<file path="src/rtl/dmem_arbiter.sv">
// dmem_arbiter: shares the single-port data RAM between the CPU and a device port.
// Optional DMEM_ARB_DEV_READONLY_EN: device writes are accepted but dropped and flagged.
module dmem_arbiter #(
    parameter int ADDR_WIDTH = 12,
    parameter int DATA_WIDTH = 32,
    parameter int MAX_WAIT   = 8
) (
    input  logic                  clock,
    input  logic                  reset,
    input  logic                  cpu_req,
    input  logic                  cpu_wEn,
    input  logic [ADDR_WIDTH-1:0] cpu_addr,
    input  logic [DATA_WIDTH-1:0] cpu_dataIn,
    output logic [DATA_WIDTH-1:0] cpu_dataOut,
    output logic                  cpu_stall,
    input  logic                  dev_req,
    input  logic                  dev_wEn,
    input  logic [ADDR_WIDTH-1:0] dev_addr,
    input  logic [DATA_WIDTH-1:0] dev_dataIn,
    output logic                  dev_gnt,
    output logic                  dev_valid,
    output logic [DATA_WIDTH-1:0] dev_dataOut,
    output logic                  dev_err,
    output logic                  ram_wEn,
    output logic [ADDR_WIDTH-1:0] ram_addr,
    output logic [DATA_WIDTH-1:0] ram_dataIn,
    input  logic [DATA_WIDTH-1:0] ram_dataOut
);

    localparam logic [7:0] WAIT_LIM = 8'(MAX_WAIT);

    logic [7:0] wait_cnt;
    logic       force_gnt;
    logic       dev_own;
    logic       dev_wr_ok;

    assign cpu_dataOut = ram_dataOut;
    assign dev_dataOut = ram_dataOut;

`ifdef DMEM_ARB_DEV_READONLY_EN
    assign dev_wr_ok = 1'b0;

    always_ff @(posedge clock) begin
        if (reset) begin
            dev_err <= 1'b0;
        end else if (dev_gnt && dev_wEn) begin
            dev_err <= 1'b1;
        end
    end
`else
    assign dev_wr_ok = dev_wEn;
    assign dev_err   = 1'b0;
`endif

    // The CPU keeps the port unless the device has waited MAX_WAIT cycles.
    always_comb begin
        force_gnt  = dev_req && (wait_cnt == WAIT_LIM);
        dev_own    = !reset && dev_req && (!cpu_req || force_gnt);
        dev_gnt    = dev_own;
        cpu_stall  = !reset && cpu_req && force_gnt;
        ram_addr   = cpu_addr;
        ram_dataIn = cpu_dataIn;
        ram_wEn    = !reset && cpu_req && cpu_wEn;
        if (dev_own) begin
            ram_addr   = dev_addr;
            ram_dataIn = dev_dataIn;
            ram_wEn    = dev_wr_ok;
        end
    end

    always_ff @(posedge clock) begin
        if (reset) begin
            wait_cnt  <= 8'd0;
            dev_valid <= 1'b0;
        end else begin
            if (dev_gnt || !dev_req) begin
                wait_cnt <= 8'd0;
            end else if (wait_cnt != WAIT_LIM) begin
                wait_cnt <= wait_cnt + 8'd1;
            end
            dev_valid <= dev_gnt && !dev_wEn;
        end
    end

endmodule

</file>
<file path="config.mk">
export PLATFORM = sky130hd
export DESIGN_NAME = dmem_arbiter
export DESIGN_NICKNAME = d
export VERILOG_FILES = /design/src/rtl/dmem_arbiter.sv
export SDC_FILE = /design/constraint.sdc
export NUM_CORES = 1
export LEC_CHECK = 0
export BUFFER_PORTS_ARGS = -buffer_cell sky130_fd_sc_hd__buf_4
export CELL_PAD_IN_SITES_DETAIL_PLACEMENT = 0
export CELL_PAD_IN_SITES_GLOBAL_PLACEMENT = 1
export CORE_MARGIN = 2
export CORE_UTILIZATION = 28
export CTS_BUF_LIST = sky130_fd_sc_hd__clkbuf_8
export DETAILED_ROUTE_END_ITERATION = 10
export GPL_ROUTABILITY_DRIVEN = 0
export PLACE_DENSITY_LB_ADDON = 0.08
export SLEW_MARGIN = 10
export SYNTH_ARGS = -nofsm -noshare
export SYNTH_HDL_FRONTEND = slang
export SYNTH_SLANG_ARGS = --single-unit
export TNS_END_PERCENT = 20
</file>
<file path="constraint.sdc">
create_clock -name clock -period 4 [get_ports clock]
set_clock_uncertainty 0.15 [all_clocks]
set_input_delay 0.8 -clock clock [delete_from_list [all_inputs] [get_ports clock]]
set_output_delay 0.8 -clock clock [all_outputs]
set_load 0.01 [all_outputs]
</file>
==> results.md <==
- Status: completed
- Register share of total power: 16.8%
- Cell area after synthesis: 0.00291 sq mm
- P_int: 0.000335 W
- CP max-delay cell: or4b_2
- Post-CTS Hold Fix Bufs: 0
- Most frequent cell after synthesis: buf_4
- Mean Syn Cell Area: 7.43 sq um
- Vias per cell: 5.65
- Setup repair bufs after CTS: 0
- # DRC: 0
- Hold slack: 0.339 ns
- CP delay by family, top: simple AND/OR/NAND/NOR gates
- Die area: 0.0112 sq mm
- Resized cells post-CTS: 0
- TritonCTS buffer count: 3
- H-tree levels: 1
- Final Hold Fails: 0
- Number of routed nets with antenna violations: 0
- Setup crit start kind: register
- Warnings from Yosys: 0
- Sw Share: 38.5%
- Final slew viol count: 0
- Crit path capture type: output port
- Post-route cell area: 0.00362 sq mm
- Peak VDD IR: 70.6 uV
- Final cell count without fillers: 573
- Min-delay worst type: reg -> reg
- Pwr dens: 151 mW/mm^2
- Overflow left after global routing: 0
- Async S/R FF share, synth: 0%
- Fin nets: 566
- Cell Rows: 37
- Combinational fraction of design power: 64.0%
- CTS tree: yes
- Worst slew pin tran: 0.654 ns
- Post-synth top area cell: buf_4
- Clock share of power: 19.1%
- Clk slew on worst S/H paths: 0.05 ns
- #FFs+latches synth: 9
- Placed instance area: 0.00357 sq mm
- Starting density of the core: 28.5%
- Data required, critical path: 3.05 ns
- Filler cells: 1113
- Top cells by area, synth: buf_4 17%, o211ai_2 17%, nor4bb_1 15%, nand4_1 9.9%, a21oi_1 8.4%
- First-pass GRT wire length: 17.6 mm
- Layout area overhead: 24.4%
- CP Max Fanout: 31
- I/O Buffers: 141
- Clk_lat worst skew: 0.23 ns
- Layout cells sized above 1: 46.9%
- Max cap viols: 0
- # IOs: 239
- Chip width: 106 um
- Initial antenna violation count: 0
- Sequential element share of the synthesized area: 6.20%
- CP peak stage delay: 0.91 ns
- Antenna Cells: 0
- Arrival time worst endpoint: 2.50 ns
- Synth top cells by count: 65 x buf_4, 49 x a21oi_1, 49 x nand3_1, 46 x nand4_1, 45 x nor4bb_1
- DR vias: 3240
- Crit share post-route: 86.3%
- Routed WL: 11.0 mm
- Height of the die: 106 um
- Final setup vio count: 0
- CP Buf/Inv Count: 3
- WS Path Type: reg -> out
- Clock Tree Buf Depth: 2
- Top-area cell type share of the netlist area: 16.8%
- Wirelength per Cell: 19.2 um
- Post-route minimum period: 3.45 ns
- Leak: 1.46 nW
- CTS sink count: 9
- Number of synthesized flops with an enable pin: 0
- Largest net degree at the start of global routing: 38
- Netlist cell types: 31
- NetSw: 0.000210 W
- Post-synthesis net count: 519
- RSZ-0062 raised after global routing: false
- Drt first pass iters: 4
- Clock root cell: clkbuf_8
- Syn Inst Count: 391
- Worst-path cell chain: inv_1, ha_1, or4b_2, buf_12, o211ai_2, nand3_1, buf_4
- Core area: 0.0102 sq mm
- DR iter-0 viols: 143
- Setup tns final: 0 ns
- Max_slew headroom: 56.4%
- HPWL after detailed placement: 7.48 mm
- FMAX: 290 MHz
- Vias in the first global route: 3251
- Predominant post-synthesis flop cell: dfxtp_1
- Placed cells: 569
- Total GRT Usage: 19.1%
-- cell type report --
class	count	area, sq um	share of cell area, %
Sequential cell	9	180	4.98
Multi-Input combinational cell	264	2000	55.2
Timing Repair Buffer	156	1210	33.4
Clock inverter	1	3.75	0.104
Tap cell	136	170	4.71
Clock buffer	3	41.3	1.14
Inverter	4	15.0	0.415
-- registers in the layout (all words and copies together), names as in the netlist --
name and flops:
wait_cnt 8, dev_valid 1
-- placed cells by master, fill, tap and decap left out --
master    instances
buf_4           153
a21oi_1          49
nand3_1          49
nand4_1          46
nor4bb_1         45
o211ai_2         39
dfxtp_1           9
nor2_1            6
inv_1             5
o211ai_1          5
nand2_1           3
o21ai_0           3
or3_1             3
clkbuf_8          3
buf_12            3
xor2_1            2
ha_1              2
nor4b_4           1
nor3b_2           1
nand2b_2          1
or4b_2            1
or3b_2            1
nor2b_4           1
and3b_1           1
o21ai_1           1
o211ai_4          1
a211oi_1          1
xnor2_1           1
conb_1            1
-- power groups by stage --
stage / logic [W] / registers (W) / clock network (W)
after floorplan: 0.000231 / 0.0000932 / 0
after global routing: 0.000377 / 0.0000916 / 0.000116
after detailed placement: 0.000349 / 0.0000933 / 0
after CTS: 0.000351 / 0.0000915 / 0.000110
after global placement: 0.000348 / 0.0000932 / 0
final: 0.000348 / 0.0000916 / 0.000104
-- metal layers --
layer  GRT usage [%]  part of all wire [%]
met2            30.9                    46
met1            26.2                    46
met4            4.32                   1.3
met5               0                     0
met3            3.46                   6.9
-- per-stage QoR --
step	setup slack, ns	power [W]	util, %
after floorplan	1.23	0.000324	-
after global placement	0.762	0.000441	35.1
after detailed placement	0.732	0.000443	35.1
after CTS	0.531	0.000552	35.5
after global routing	0.395	0.000585	35.5
final	0.549	0.000544	35.5
-- cell families after synthesis --
| logic type | Yosys count | synth area share [%] |
|---|---|---|
| and+or+nand+nor | 159 | 38.1 |
| adders and majority gates | 2 | 0.861 |
| other | 1 | 0.129 |
| xor gates and xnor gates | 3 | 0.904 |
| DFF | 9 | 6.20 |
| buffers and inverters | 118 | 25.6 |
| AOI/OAI and AO/OA | 99 | 28.2 |
-- final timing paths --
kind | slack [ns] | depth (start not counted) | end | start
worst min register to register | 0.34 | 1 | wait_cnt[0]$_SDFFE_PP0P_ | wait_cnt[0]$_SDFFE_PP0P_
worst min-delay path | 0.34 | 1 | wait_cnt[0]$_SDFFE_PP0P_ | wait_cnt[0]$_SDFFE_PP0P_
worst max register to register | 1.53 | 6 | wait_cnt[3]$_SDFFE_PP0P_ | wait_cnt[0]$_SDFFE_PP0P_
worst max-delay path | 0.55 | 7 | ram_dataIn[17] | wait_cnt[0]$_SDFFE_PP0P_
Power figures use the tool's default switching activity.
